--- config.mk ---
export PLATFORM = sky130hd
export DESIGN_NAME = seg7_scan_display_flat
export DESIGN_NICKNAME = d
export VERILOG_FILES = /design/src/rtl/seg7_pkg.sv /design/src/rtl/seg7_scan_display_if.sv /design/src/rtl/seg7_scan_display_hex_to_seg7.sv /design/src/rtl/seg7_scan_display.sv /design/src/flat_wrapper.sv
export SDC_FILE = /design/constraint.sdc
export NUM_CORES = 1
export LEC_CHECK = 0
export ABC_CLOCK_PERIOD_IN_PS = 2540
export CORE_ASPECT_RATIO = 1.75
export CORE_MARGIN = 8
export CORE_UTILIZATION = 56
export CTS_CLUSTER_DIAMETER = 150
export DETAILED_ROUTE_END_ITERATION = 8
export HOLD_SLACK_MARGIN = 0.05
export PLACE_DENSITY_LB_ADDON = 0.1
export SYNTH_ARGS = -nofsm -noshare
export SYNTH_HDL_FRONTEND = slang
export SYNTH_HIERARCHICAL = 1
export SYNTH_SLANG_ARGS = --single-unit
--- constraint.sdc ---
create_clock -name clk -period 2.54 [get_ports clk]
set_input_delay 0.508 -clock clk [delete_from_list [all_inputs] [get_ports clk]]
set_output_delay 0.508 -clock clk [all_outputs]
set_load 0.01 [all_outputs]
--- src/rtl/seg7_pkg.sv ---
// seg7_pkg: shared 7-segment definitions.
// Segment bit order, blank pattern and hex-to-segment table for common-anode
// (active-low) displays.
package seg7_pkg;

   // Segment vector, MSB first: {g,f,e,d,c,b,a}; a 0 lights the segment.
   typedef struct packed {
      logic g;
      logic f;
      logic e;
      logic d;
      logic c;
      logic b;
      logic a;
   } seg_t;

   localparam seg_t SEG_BLANK = 7'h7F;

   // Hex digit to active-low segment pattern; 10 renders "A".
   function automatic seg_t hex_to_seg(input logic [3:0] v);
      seg_t s;
      case (v)
         4'h0:    s = 7'h40;
         4'h1:    s = 7'h79;
         4'h2:    s = 7'h24;
         4'h3:    s = 7'h30;
         4'h4:    s = 7'h19;
         4'h5:    s = 7'h12;
         4'h6:    s = 7'h02;
         4'h7:    s = 7'h78;
         4'h8:    s = 7'h00;
         4'h9:    s = 7'h10;
         4'hA:    s = 7'h08;
         4'hB:    s = 7'h03;
         4'hC:    s = 7'h46;
         4'hD:    s = 7'h21;
         4'hE:    s = 7'h06;
         4'hF:    s = 7'h0E;
         default: s = SEG_BLANK;
      endcase
      return s;
   endfunction

   // Counter width for a modulus n, never narrower than one bit.
   function automatic int min1_clog2(input int n);
      return (n <= 2) ? 1 : $clog2(n);
   endfunction

endpackage

--- src/rtl/seg7_scan_display_if.sv ---
// seg7_scan_display_if: digit/carry inputs from the counter chain and the
// multiplexed display pins. master = counter side, slave = display driver.
interface seg7_scan_display_if #(
   parameter int NDIG = 4
);
   logic [4*NDIG-1:0] digits;
   logic [NDIG-1:0]   dp_in;
   logic              blank_lz;
   logic [NDIG-1:0]   carry_in;
   logic [NDIG-1:0]   an_n;
   logic [6:0]        seg_n;
   logic              dp_n;
   logic              carry_led;

   modport master (
      output digits, dp_in, blank_lz, carry_in,
      input  an_n, seg_n, dp_n, carry_led
   );

   modport slave (
      input  digits, dp_in, blank_lz, carry_in,
      output an_n, seg_n, dp_n, carry_led
   );
endinterface

--- src/rtl/seg7_scan_display_hex_to_seg7.sv ---
// hex_to_seg7: combinational 4-bit value to active-low segment decoder.
module hex_to_seg7
   import seg7_pkg::*;
(
   input  logic [3:0] hex,
   output seg_t       seg_n
);

   // Table lookup shared with every other display block.
   always_comb seg_n = hex_to_seg(hex);

endmodule

--- src/rtl/seg7_scan_display.sv ---
// seg7_scan_display: scans NDIG digits onto a common-anode display.
// Digits are snapshotted once per frame so a frame never mixes old and new
// values; carry pulses are stretched into a visible LED.
module seg7_scan_display
   import seg7_pkg::*;
#(
   parameter int NDIG     = 4,
   parameter int SCAN_DIV = 50000,
   parameter int STRETCH  = 5000000
) (
   input logic                clk,
   input logic                rst,
   seg7_scan_display_if.slave bus
);

   localparam int PW = min1_clog2(SCAN_DIV);
   localparam int IW = min1_clog2(NDIG);
   localparam int SW = min1_clog2(STRETCH);

   localparam logic [PW-1:0] PRESC_ZERO   = {PW{1'b0}};
   localparam logic [PW-1:0] PRESC_ONE    = PW'(1);
   localparam logic [PW-1:0] PRESC_LAST   = PW'(SCAN_DIV - 1);
   localparam logic [IW-1:0] IDX_ZERO     = {IW{1'b0}};
   localparam logic [IW-1:0] IDX_ONE      = IW'(1);
   localparam logic [IW-1:0] IDX_LAST     = IW'(NDIG - 1);
   localparam logic [SW-1:0] STRETCH_ZERO = {SW{1'b0}};
   localparam logic [SW-1:0] STRETCH_ONE  = SW'(1);
   localparam logic [SW-1:0] STRETCH_LOAD = SW'(STRETCH - 1);

   logic [PW-1:0]     presc_r;
   logic [IW-1:0]     idx_r;
   logic [4*NDIG-1:0] snap_dig_r;
   logic [NDIG-1:0]   snap_dp_r;
   logic [SW-1:0]     stretch_r;
   logic [NDIG-1:0]   an_n_r;
   seg_t              seg_n_r;
   logic              dp_n_r;
   logic              carry_led_r;

   logic              tick_s;
   logic              frame_start_s;
   logic [NDIG-1:0]   hit_s;
   logic [NDIG-1:0]   lz_s;
   logic [3:0]        sel_dig_s;
   logic              sel_dp_s;
   logic              sel_lz_s;
   logic              blank_s;
   logic [NDIG-1:0]   an_n_s;
   seg_t              hex_seg_s;

   assign tick_s        = (presc_r == PRESC_LAST);
   assign frame_start_s = tick_s && (idx_r == IDX_LAST);

   // Prescaler: free-running 0..SCAN_DIV-1 dwell counter.
   always_ff @(posedge clk or posedge rst) begin
      if (rst)         presc_r <= PRESC_ZERO;
      else if (tick_s) presc_r <= PRESC_ZERO;
      else             presc_r <= presc_r + PRESC_ONE;
   end

   // Digit index: advances once per dwell period and wraps after the MSD.
   always_ff @(posedge clk or posedge rst) begin
      if (rst)                  idx_r <= IDX_ZERO;
      else if (frame_start_s)   idx_r <= IDX_ZERO;
      else if (tick_s)          idx_r <= idx_r + IDX_ONE;
      else                      idx_r <= idx_r;
   end

   // Snapshot: capture live digits and decimal points only at frame start.
   always_ff @(posedge clk or posedge rst) begin
      if (rst) begin
         snap_dig_r <= {(4*NDIG){1'b0}};
         snap_dp_r  <= {NDIG{1'b0}};
      end else if (frame_start_s) begin
         snap_dig_r <= bus.digits;
         snap_dp_r  <= bus.dp_in;
      end else begin
         snap_dig_r <= snap_dig_r;
         snap_dp_r  <= snap_dp_r;
      end
   end

   // One-hot decode of the digit currently being scanned.
   always_comb begin
      hit_s = {NDIG{1'b0}};
      for (int i = 0; i < NDIG; i++) hit_s[i] = (idx_r == IW'(i));
   end

   // Leading-zero map: bit i set when snapshot digits i..NDIG-1 are all zero;
   // digit 0 always stays visible.
   always_comb begin : lz_chain
      logic all_zero_v;
      all_zero_v = 1'b1;
      lz_s       = {NDIG{1'b0}};
      for (int i = NDIG - 1; i >= 0; i--) begin
         all_zero_v = all_zero_v & (snap_dig_r[4*i +: 4] == 4'h0);
         lz_s[i]    = all_zero_v;
      end
      lz_s[0] = 1'b0;
   end

   // Mux the scanned digit's value, decimal point and blank flag out of the snapshot.
   always_comb begin
      sel_dig_s = 4'h0;
      sel_dp_s  = 1'b0;
      sel_lz_s  = 1'b0;
      for (int i = 0; i < NDIG; i++) begin
         sel_dig_s = sel_dig_s | (snap_dig_r[4*i +: 4] & {4{hit_s[i]}});
         sel_dp_s  = sel_dp_s | (snap_dp_r[i] & hit_s[i]);
         sel_lz_s  = sel_lz_s | (lz_s[i] & hit_s[i]);
      end
   end

   assign blank_s = bus.blank_lz & sel_lz_s;
   // All anodes off on the first dwell cycle so the previous digit never ghosts.
   assign an_n_s  = (presc_r == PRESC_ZERO) ? {NDIG{1'b1}} : ~hit_s;

   hex_to_seg7 u_hex (
      .hex   (sel_dig_s),
      .seg_n (hex_seg_s)
   );

   // Output registers: blanked digits keep their anode so duty stays uniform.
   always_ff @(posedge clk or posedge rst) begin
      if (rst) begin
         an_n_r  <= {NDIG{1'b1}};
         seg_n_r <= SEG_BLANK;
         dp_n_r  <= 1'b1;
      end else begin
         an_n_r  <= an_n_s;
         seg_n_r <= blank_s ? SEG_BLANK : hex_seg_s;
         dp_n_r  <= blank_s ? 1'b1 : ~sel_dp_s;
      end
   end

   // Carry stretch: any pulse (re)loads the counter; LED drops after it drains.
   always_ff @(posedge clk or posedge rst) begin
      if (rst) begin
         stretch_r   <= STRETCH_ZERO;
         carry_led_r <= 1'b0;
      end else if (|bus.carry_in) begin
         stretch_r   <= STRETCH_LOAD;
         carry_led_r <= 1'b1;
      end else if (stretch_r != STRETCH_ZERO) begin
         stretch_r   <= stretch_r - STRETCH_ONE;
         carry_led_r <= 1'b1;
      end else begin
         stretch_r   <= STRETCH_ZERO;
         carry_led_r <= 1'b0;
      end
   end

   assign bus.an_n      = an_n_r;
   assign bus.seg_n     = seg_n_r;
   assign bus.dp_n      = dp_n_r;
   assign bus.carry_led = carry_led_r;

endmodule

--- src/flat_wrapper.sv ---
// flat-port wrapper written by rule: the top's interface ports become plain ports
module seg7_scan_display_flat import seg7_pkg::*;
#(
   parameter int NDIG     = 4,
   parameter int SCAN_DIV = 50000,
   parameter int STRETCH  = 5000000
)
  (clk, rst, bus_digits, bus_dp_in, bus_blank_lz, bus_carry_in, bus_an_n, bus_seg_n, bus_dp_n, bus_carry_led);
  seg7_scan_display_if #(.NDIG(NDIG)) bus_i ();
  input logic clk;
  input logic rst;
  input wire logic [$bits(bus_i.digits)-1:0] bus_digits;
  input wire logic [$bits(bus_i.dp_in)-1:0] bus_dp_in;
  input wire logic [$bits(bus_i.blank_lz)-1:0] bus_blank_lz;
  input wire logic [$bits(bus_i.carry_in)-1:0] bus_carry_in;
  output wire logic [$bits(bus_i.an_n)-1:0] bus_an_n;
  output wire logic [$bits(bus_i.seg_n)-1:0] bus_seg_n;
  output wire logic [$bits(bus_i.dp_n)-1:0] bus_dp_n;
  output wire logic [$bits(bus_i.carry_led)-1:0] bus_carry_led;
  assign bus_i.digits = bus_digits;
  assign bus_i.dp_in = bus_dp_in;
  assign bus_i.blank_lz = bus_blank_lz;
  assign bus_i.carry_in = bus_carry_in;
  assign bus_an_n = bus_i.an_n;
  assign bus_seg_n = bus_i.seg_n;
  assign bus_dp_n = bus_i.dp_n;
  assign bus_carry_led = bus_i.carry_led;
  seg7_scan_display #(.NDIG(NDIG), .SCAN_DIV(SCAN_DIV), .STRETCH(STRETCH)) u_core (.clk(clk), .rst(rst), .bus(bus_i));
endmodule
# == Word level (Yosys, flattened, before mapping) ==
# Memories as Yosys holds them, arrays and structs flattened.
# Cells that the tools add are included.
# totals
ff_bits,74
latch_bits,0
ram_bits,0
romBits,112
input_bits,27
output_inout_bits,13
wordCells,66
memories,1
# classes
addsub,3
n_mul,0
div_mod_pow,0
order_cmp,0
eq_ne,4
n_shift,0
n_mux,10
bitwise_logic,24
reduce_logical,9
# mem_list
name,depth,word_bits,rd,rd_clocked_by_memory_dff,wr,line_no,text
(no name shown),16,7,1,0,0,seg7_pkg.sv:22,case (v)
# ops
operator,n
$mux 23,2
$reduce_bool 23->1,1
$sub 23x1->23 const B,1
$add 16x1->16 const B,1
$and 4x4->4,4
$eq 16x16->1 const B,1
$logic_not 16->1,1
$mux 16,1
$logic_not 4->1,3
$or 4x4->4,3
$and 1x1->1,10
$mux 7,1
$or 1x1->1,5
$eq 2x2->1 const B,2
$mux 2,2
$mux 4,1
$not 4->4,1
$reduce_or 4->1,1
$mux 1,3
$add 2x1->2 const B,1
$eq 2x1->1 const B,1
$logic_not 2->1,1
$reduce_bool 2->1,1
$logic_and 1x1->1,1
$not 1->1,1

# == Depth between registers and ports, before layout ==
# Gate-level depths: netlist of run 1.
# depth
depth_word,8
ltp_mapped,10
ltp_nobuf,10

# == Modules after synthesis ==
# Netlist of run 1, hierarchy kept.
# modules_own_cells
module,instances,cells_each,area_each_um2,seq_area_each_um2
seg7_scan_display,1,298,3367.0,1866.8
hex_to_seg7,1,32,275.3,0.0

# == Worst setup path after synthesis of run 1 ==
# Ideal clock, no wire load.
# synth_path
path_kind,reg-to-reg
from,register u_core.idx_r[0]
to,"register u_core.seg_n_r, in the netlist u_core/bus.seg_n[0]"
setup_time_ns,0.068
t_arrival_ns,2.072
required_ns,2.472
setup_slack_ns,0.400
path_stages_with_launch,11
path_buffers,1
synth_period_minus_slack_ns,2.140
cell_sequence,dfrtp_1 ha_1 clkbuf_1 a22oi_1 nand2_1 inv_1 ha_1 and2b_2 or3b_1 o21ai_0 nand2b_1
# synth_lines
item,line_no,text
"start, declared",seg7_scan_display.sv:31,logic [IW-1:0] idx_r;
"start signal, assigned",seg7_scan_display.sv:65,else if (tick_s) idx_r <= idx_r + IDX_ONE;
"start signal, assigned",seg7_scan_display.sv:66,else idx_r <= idx_r;
"end signal, assigned",seg7_scan_display.sv:131,seg_n_r <= blank_s ? SEG_BLANK : hex_seg_s;
"end, declared",seg7_scan_display.sv:36,seg_t seg_n_r;

==> results of run 1 <==
==> power groups by stage <==
stage | Sequential (W) | Clock, W | Combinational (W)
after detailed placement | 0.00125 | 0 | 0.000163
after CTS | 0.00123 | 0.00143 | 0.000163
after global routing | 0.00123 | 0.00148 | 0.000179
final | 0.00123 | 0.00139 | 0.000160
after global placement | 0.00125 | 0 | 0.000160
after floorplan | 0.00125 | 0 | 0.0000755
==> worst paths after layout <==
| path | start | to | slack [ps] | cells after the start |
|---|---|---|---|---|
| max in group asynchronous | rst | u_core/bus.seg_n[1]$_DFF_PP1_ | 1380 | 3 |
| hold / removal | rst | u_core/stretch_r[6]$_DFF_PP0_ | 480 | 2 |
| hold reg to reg | u_core/stretch_r[0]$_DFF_PP0_ | u_core/stretch_r[0]$_DFF_PP0_ | 480 | 1 |
| min in group clk | u_core/stretch_r[0]$_DFF_PP0_ | u_core/stretch_r[0]$_DFF_PP0_ | 480 | 1 |
| setup / recovery | u_core/idx_r[0]$_DFFE_PP0P_ | u_core/bus.seg_n[0]$_DFF_PP1_ | 230 | 10 |
| setup reg to reg | u_core/idx_r[0]$_DFFE_PP0P_ | u_core/bus.seg_n[0]$_DFF_PP1_ | 230 | 10 |
==> cell families (layout without fill, tap and decap cells) <==
group           count (synthesis)  after routing
compound gates                 31             31
xor+xnor                       32             32
fa+ha+maj                      15             15
buf+inv                        21             73
flops                          74             74
mux                            28             28
simple gates                  129            129
==> state kept, by name, summed over array words and instances (netlist names) <==
name	count
u_core/bus.dp_n	1
u_core/snap_dig_r	16
u_core/bus.an_n	4
u_core/idx_r	2
u_core/snap_dp_r	4
u_core/bus.seg_n	7
u_core/bus.carry_led	1
u_core/stretch_r	23
u_core/presc_r	16
==> layer usage <==
metal / share of wire [%] / vias up / global-route usage [%]
met5: 0 / - / 0
met3: 3.2 / 12 / 4.25
li1: - / 1224 / -
met2: 55 / 45 / 29.8
met1: 40 / 1274 / 18.4
met4: 1.5 / 0 / 6.90
==> synthesized netlist by cell type, types with 5 or more instances <==
cell type,instances,area [µm²]
a22oi_1,10,75.1
buf_2,5,25.0
dfrtp_1,62,1550
dfstp_2,12,315
ha_1,15,188
inv_1,12,45.0
mux2_1,20,225
mux2i_1,6,60.1
nand2_1,23,86.3
nand2b_1,11,68.8
nand3_1,8,40.0
nand4_1,5,31.3
nor2_1,38,143
nor2b_1,6,37.5
nor3_1,5,25.0
nor4_1,8,50.1
o21ai_1,13,65.1
xnor2_1,14,123
xor2_1,18,158
==> placed cells by master, fill, tap and decap left out, types with 3 or more instances in the layout <==
cell,synthesis,layout
a22oi_1,10,10
buf_4,0,5
clkbuf_16,0,9
clkbuf_8,0,3
clkdlybuf4s50_1,0,39
dfrtp_1,62,62
dfstp_2,12,12
ha_1,15,14
inv_1,12,11
mux2_1,20,20
mux2i_1,6,6
nand2_1,23,22
nand2b_1,11,11
nand3_1,8,8
nand4_1,5,5
nor2_1,38,38
nor2b_1,6,6
nor3_1,5,5
nor4_1,8,7
nor4_2,3,4
o21ai_1,13,13
or4_1,3,3
xnor2_1,14,14
xor2_1,18,18
==> area by class of cell <==
type,instances,area share (%)
clock buffers,12,5.93
repair buffers,45,9.96
well taps,82,2.28
flip-flops and latches,74,41.5
clock inverters,4,1.61
inverters,12,1.00
multi-input cells,235,37.7
==> worst reg2reg max path, delay by kind of cell, from the launching register on <==
| kind | cells | cell delay [ps] |
|---|---|---|
| and+or+nand+nor | 4 | 850 |
| adders and majority gates | 2 | 500 |
| DFF | 1 | 380 |
| buffers and inverters | 2 | 280 |
| AOI/OAI and AO/OA | 2 | 240 |
==> per-stage QoR <==
stage          instance area (µm²)  utilization, %  instances  hold WS, ps
3_5_place_dp                  4150            64.9        448          470
4_1_cts                       4490            70.2        464          480
3_3_place_gp                  4150            64.9        448          465
5_1_grt                       4500            70.3        464          515
6_report                      4500            70.3        464          477
2_1_floorplan                 3640               -        330          449
==> repair_timing <==
item,CTS,global route
buffers inserted,0,0
setup endpoints to repair,0,1
gates resized for setup,0,2
endpoints found under the hold margin,0,0
==> summary.txt, run 1 <==
Drt
  • DR iter-0 viols: 130
  • Detail Route Antenna Nets: 0
  • Final wirelength: 7240 µm
  • Routed length per instance: 15.6 µm
  • Mean number of vias per cell: 5.51
  • DRC Markers: 0
  • DR pass1 iterations: 4
  • Routed via count: 2555

Clock tree
  • Sink Count: 74
  • CTS Buf Count: 9
  • CTS max path bufs: 2
  • H-tree depth: 3
  • Clock Pin Slew Worst Setup and Hold Paths: 60 ps
  • CTS tree: done
  • Hold Buf Count CTS: 0
  • CTS root buf: clkbuf_16
  • Clk_lat worst skew: 330 ps

Placement
  • HPWL after detailed placement: 5290 µm
  • Port Buffer Count: 39
  • Final Wtd Congestion: 0.813
  • Setup WS pre-CTS: 219 ps

Synth
  • Post-synth EDFFs: 0
  • Synth Area in XOR/XNOR: 7.69%
  • Post-Syn Area: 3640 µm²
  • Mux contribution to synthesized area: 8.86%
  • Post-Syn Area per Cell: 11.0 µm²
  • Adder-cell share of the synthesized area: 5.15%
  • Synth Area in Simple Gates: 19.1%
  • Top_reg_cell synth: dfrtp_1
  • Asr flop ratio synth: 100%
  • Ys Warns: 6
  • Syn Nets: 372
  • Mapped Cells: 330
  • #FFs+latches synth: 74
  • Post-synthesis sequential area ratio: 51.3%
  • Cell variety after synth: 43
  • Main combinational cell family by area after synthesis: simple AND/OR/NAND/NOR gates
  • Synth Area in Compound Gates: 5.36%

Layout
  • Multi-input gate area: 1690 µm²
  • Fill count: 489
  • Share of cells above drive strength 1: 12.6%
  • Area Growth Syn to Fin: 23.4%
  • # nets final: 419
  • FF/Latch Area: 1870 µm²
  • Inserted Diodes: 0

Global routing
  • First-pass GRT wire length: 12800 µm
  • Largest net degree at the start of global routing: 59
  • Grt total ovfl: 0
  • Initial antenna violation count: 0
  • Number of global-route vias before repair: 2766
  • Global Route Usage Sum: 16.7%

Critical path
  • Critical path type: flip-flop to flip-flop
  • Slowest-stage cell, CP: dfrtp_1
  • CP Cell Sequence: inv_1 -> ha_1 -> a22oi_1 -> nand2_1 -> inv_1 -> ha_1 -> and2b_2 -> or3b_1 -> o21ai_0 -> nand2b_1
  • CP max FO: 7
  • Crit-path leading delay family: simple AND/OR/NAND/NOR gates
  • Arrival time at the worst endpoint: 2570 ps
  • Crit path buf inv count: 2
  • Req. time, crit path: 2800 ps
  • Max incr delay on CP: 380 ps
  • Crit end category: flip-flop
  • Startpoint Class: flip-flop

STA
  • Setup_tns: 0 ps
  • Unrepaired setup endpoints after global routing: no
  • FMAX: 432 MHz
  • Slew @ Worst Pin: 657 ps
  • Tcrit/Tclk final: 91.1%
  • Worst clock skew: 4.92 ps
  • Final Hold Fails: 0
  • Max Slew Vio Count: 0
  • Tmin final: 2310 ps
  • Count of final setup violators: 0
  • Final setup margin: 225 ps
  • Rel. slew slack: 56.0%

Pwr
  • Leak: 1.87 nW
  • Internal power: 0.00224 W
  • Clock network fraction of design power: 50.0%
  • Flop pwr share: 44.3%
  • Comb power frac: 5.7%
  • Total chip power: 0.00278 W
  • Sw Pwr: 0.000538 W
  • Sw Ratio: 19.3%
  • PD cells: 618 nW/µm²
  • Maximum vdd drop: 571 µV

Run status
  • Outcome: completed

Die
  • Die height: 123 µm
  • IO Count: 40
  • Initial core utilization: 57.0%
  • Die ar.: 9440 µm²
  • Core footprint: 6390 µm²
  • Rows: 39
  • Die width: 77.0 µm

Flow run
  • Max Cap Viol: 0

Min path
  • Worst hold path class: input port to async pin
(Power assumes the default switching activity.)
==> run 2: changes to the inputs <==
--- a/config.mk
+++ b/config.mk
@@ -6,12 +6,14 @@
 export NUM_CORES = 1
 export LEC_CHECK = 0
 export ABC_CLOCK_PERIOD_IN_PS = 2540
+export CAP_MARGIN = 30
 export CORE_ASPECT_RATIO = 1.75
 export CORE_MARGIN = 8
 export CORE_UTILIZATION = 56
 export CTS_CLUSTER_DIAMETER = 150
 export DETAILED_ROUTE_END_ITERATION = 8
 export HOLD_SLACK_MARGIN = 0.05
+export MAX_ROUTING_LAYER = met4
 export PLACE_DENSITY_LB_ADDON = 0.1
 export SYNTH_ARGS = -nofsm -noshare
 export SYNTH_HDL_FRONTEND = slang
==> summary.txt, run 2 (synthesized netlist as in run 1, its figures left out) <==
Global routing
  • Number of global-route vias before repair: 2773
  • Global Route Usage Sum: 17.3%
  • Largest net degree at the start of global routing: 59
  • First-pass GRT wire length: 12900 µm
  • Grt total ovfl: 0
  • Initial antenna violation count: 0

Critical path
  • CP max FO: 7
  • Worst R2R Path Depth: 10
  • Critical path type: flip-flop to flip-flop
  • Crit end category: flip-flop
  • Max incr delay on CP: 380 ps
  • Minimum setup slack among reg-to-reg paths: 230 ps
  • Start point of the critical path: u_core/idx_r[0]$_DFFE_PP0P_
  • RR Endpoint: u_core/bus.seg_n[0]$_DFF_PP1_
  • Arrival time at the worst endpoint: 2570 ps
  • Reg2Reg Launch Point: u_core/idx_r[0]$_DFFE_PP0P_
  • Req. time, crit path: 2800 ps
  • Slowest-stage cell, CP: dfrtp_1
  • CP Cell Sequence: inv_1 -> ha_1 -> a22oi_1 -> nand2_1 -> inv_1 -> ha_1 -> and2b_2 -> or3b_1 -> o21ai_0 -> nand2b_1
  • Startpoint Class: flip-flop

Placement
  • HPWL after detailed placement: 5290 µm
  • Port Buffer Count: 39
  • Final Wtd Congestion: 0.825

Layout
  • Inserted Diodes: 0
  • Share of cells above drive strength 1: 12.6%
  • Largest Register: u_core/stretch_r
  • Number of flip-flops in the largest register: 23
  • Area Growth Syn to Fin: 23.4%
  • Largest registers: u_core/stretch_r (23), u_core/presc_r (16), u_core/snap_dig_r (16)
  • Commonest non-fill, non-tap cell in the layout: dfrtp_1
  • Most frequent cells in the layout: dfrtp_1 (62), clkdlybuf4s50_1 (39), nor2_1 (38), nand2_1 (22), mux2_1 (20)
  • # nets final: 419

Drt
  • Routed via count: 2550
  • Final wirelength: 7210 µm
  • DR iter-0 viols: 124
  • Routed length per instance: 15.5 µm
  • DRC Markers: 0
  • DR pass1 iterations: 4
  • Detail Route Antenna Nets: 0
  • Mean number of vias per cell: 5.50

Pwr
  • PD cells: 618 nW/µm²
  • Comb power frac: 5.7%
  • Flop pwr share: 44.3%
  • Sw Ratio: 19.3%
  • Internal power: 0.00224 W
  • Clock network fraction of design power: 50.0%
  • Maximum vdd drop: 571 µV
  • Sw Pwr: 0.000537 W
  • Leak: 1.87 nW

Clock tree
  • Clk_lat worst skew: 330 ps
  • Post-CTS Setup Inserts: 0
  • CTS root buf: clkbuf_16
  • H-tree depth: 3
  • Clock Pin Slew Worst Setup and Hold Paths: 60 ps
  • CTS tree: done
  • Sink Count: 74
  • CTS Buf Count: 9
  • CTS max path bufs: 2

STA
  • Slew @ Worst Pin: 657 ps
  • Setup_tns: 0 ps
  • Tmin final: 2310 ps
  • FMAX: 432 MHz
  • Unrepaired setup endpoints after global routing: no
  • Rel. slew slack: 56.0%
  • Fin Hold WS: 477 ps
  • Tcrit/Tclk final: 91.1%
  • Max Slew Vio Count: 0
  • Final Hold Fails: 0
  • Worst clock skew: 4.92 ps
  • Count of final setup violators: 0

Die
  • Die ar.: 9440 µm²
  • Core footprint: 6390 µm²
  • Die height: 123 µm
  • IO Count: 40
  • Die width: 77.0 µm
  • Initial core utilization: 57.0%
  • Rows: 39

Flow run
  • Max Cap Viol: 0

Run status
  • Outcome: completed

Min path
  • Worst hold path class: input port to async pin
run 2: cell counts in the layout (fill, tap and decap cells not counted):
No cell type changed its count.
run 2: critical path, delay by kind of cell, from the launching register on:
kind	cells	cell delay, ps
fa+ha+maj	2	500
flops	1	380
buf+inv	2	280
simple gates	4	850
compound gates	2	240
run 2: routing by layer:
layer | share of wire [%] | routed length [µm] | track usage [%]
met1 | 40 | 2870 | 18.5
met2 | 56 | 4010 | 29.8
met3 | 3.0 | 219 | 4.33
met4 | 1.6 | 116 | 6.90
met5 | 0 | 0 | -
run 2: how the worst max path moves through the flow:
stage	endpoint	slack, ps	cells past startpoint
2_1_floorplan	u_core/bus.carry_led$_DFF_PP0_	170	1
3_3_place_gp	u_core/bus.seg_n[3]$_DFF_PP1_	330	9
3_5_place_dp	u_core/bus.seg_n[3]$_DFF_PP1_	220	9
4_1_cts	u_core/bus.seg_n[3]$_DFF_PP1_	210	9
5_1_grt	u_core/bus.seg_n[0]$_DFF_PP1_	30	9
6_report	u_core/bus.seg_n[0]$_DFF_PP1_	230	10
run 2: final cells by class:
| class | count | area (µm²) |
|---|---|---|
| inverters | 12 | 45.0 |
| clock buffers | 12 | 267 |
| flip-flops and latches | 74 | 1870 |
| repair buffers | 45 | 448 |
| fillers | 489 | 1900 |
| clock inverters | 4 | 72.6 |
| well taps | 82 | 103 |
| multi-input cells | 235 | 1690 |
run 2: timing repair:
item	CTS	global route
resized for setup	0	2
hold buffers	0	0
endpoints found under the setup margin	0	1
run 2: power by group through the flow:
stage               combinational (W)  sequential, W  clock [W]
finish                       0.000160        0.00123    0.00139
global route                 0.000179        0.00123    0.00148
global placement             0.000160        0.00125          0
detailed placement           0.000163        0.00125          0
floorplan                   0.0000755        0.00125          0
CTS                          0.000163        0.00123    0.00143
run 2: stage by stage:
| stage | util (%) | power, W | instances | cell area [µm²] | setup WS [ps] |
|---|---|---|---|---|---|
| floorplan | - | 0.00133 | 330 | 3640 | 170 |
| global placement | 64.9 | 0.00141 | 448 | 4150 | 328 |
| detailed placement | 64.9 | 0.00141 | 448 | 4150 | 219 |
| CTS | 70.2 | 0.00282 | 464 | 4490 | 212 |
| global route | 70.3 | 0.00290 | 464 | 4500 | 26.9 |
| finish | 70.3 | 0.00278 | 464 | 4500 | 226 |
==> patch, RTL diff (settings of run 1) <==
`STRETCH` is set to 5000000 in 2 places; all go to 2500000.
--- a/src/rtl/seg7_scan_display.sv
+++ b/src/rtl/seg7_scan_display.sv
@@ -8,3 +8,3 @@
    parameter int SCAN_DIV = 50000,
-   parameter int STRETCH  = 5000000
+   parameter int STRETCH  = 2500000
 ) (
--- a/src/flat_wrapper.sv
+++ b/src/flat_wrapper.sv
@@ -5,3 +5,3 @@
    parameter int SCAN_DIV = 50000,
-   parameter int STRETCH  = 5000000
+   parameter int STRETCH  = 2500000
 )
Formal check against the unedited RTL: no difference found for any inputs over 10 cycles, from zero or initial values and one cycle with rst high; that may be too few to reach the edited logic, so the function may still have changed.
==> patch against run 1 <==
- total power decreased by 8.3%
- area after synthesis rose by 3.7%
- clock skew rose by 0.0014 ns
- worst setup slack worse by 0.010 ns
- cell area rose by 2.8%
- combinational power grew 15%
- wire length is 11% higher
- sequential cell count decreased by 1
- highest routed layer unchanged
==> patch: results (changes against run 1) <==
sequential area share after synthesis=48.8% (-2.5 points); Multi-input gate area=1830 sq um (+8.1%); Synth area leaders=dfrtp_1, dfstp_2, mux2_4; Non-CTS inverters=13 (+1); final std cells w/o fill=486 (+4.7%); multi-input gates=247 (+5.1%); final worst-path cycle share=91.5% (+0.39 points); outcome=completed; final net count=440 (+5.0%); Signal buffers=55 (+22%); initial DRC count=118 (-9.2%); Synth cell types=50 (+16%); GR met1 Demand/Resource=19.1% (+0.69 points); sequential cells=73 (-1.4%); Critical Path Max Stage Delay=0.40 ns (+0.02 ns); peak supply drop=0.503 mV (-12%); Vias=2769 (+8.4%); largest net degree at the start of global routing=26 (-56%); cells after synthesis=343 (+3.9%); Leakage=1.95 nW (+4.4%); Yosys warning count=6 (unchanged); metal1 wirelength=3280 um (+13%); largest registers=u_core/stretch_r (22), u_core/presc_r (16), u_core/snap_dig_r (16); final instance area=4620 sq um (+2.8%); vias in the first global route=2918 (+5.5%); Post-Syn Nets=384 (+3.2%); metal2 WL=4170 um (+4.2%); met2 usage=30.0% (+0.11 points); crit path DAT=2.59 ns (+0.02 ns); Setup Skew=0.00632 ns (+0.00140 ns); DRT Wirelength=8060 um (+11%); Tot GR Track Use=17.9% (+1.1 points); pre-CTS setup slack=0.182 ns (-0.0367 ns); DP HPWL=6060 um (+15%); share of cells above drive strength 1=18.1% (+5.5 points); register area=1840 sq um (-1.3%); Cells after DPL=470 (+4.9%); first-pass GRT wire length=13900 um (+8.3%); r2r setup slk=0.22 ns; Post-DP Area=4350 sq um (+4.7%); Tightest Hold Check Type=input port to async pin; NonClk Buf Share=11.3% (+1.4 points); met3 routed WL=329 um (+42%); commonest cells in the netlist=dfrtp_1, nor2_1, nand2_1, mux2_4, o21ai_0; clkbuf count=16 (+4); R2R Path End=u_core/bus.seg_n[0]; fillers=516 (+5.5%); ClkCell Share=5.88% (-1.7 points)
## patch: cell types whose count changed in the layout (fill, tap and decap cells not counted), sizes merged, moves of 3 or more
cell / change
buf: +10
nand3: +8
xor2: -8
nand4: +6
nor3: +6
a21oi: +5
nor2: -5
clkbuf: +4
nand2b: -4
nor2b: -4
or2: -3
## patch: timing repair
item | in CTS | in global routing
hold buffers | 0 | 0
resized for setup | 0 | 1
setup endpoints to repair | 0 | 1
## patch: power breakdown
| part | switching, W | internal (W) |
|---|---|---|
| registers | 0.0000172 | 0.00120 |
| logic | 0.0000758 | 0.000108 |
| clock network | 0.000433 | 0.000716 |
| total | 0.000526 | 0.00202 |
## patch: logic make-up after synthesis
kind of cell	after synthesis	synth area share [%]
compound gates	46	7.92
xor+xnor	23	5.33
fa+ha+maj	14	4.64
buf+inv	23	2.98
flops	73	48.8
mux	28	10.5
simple gates	136	19.8
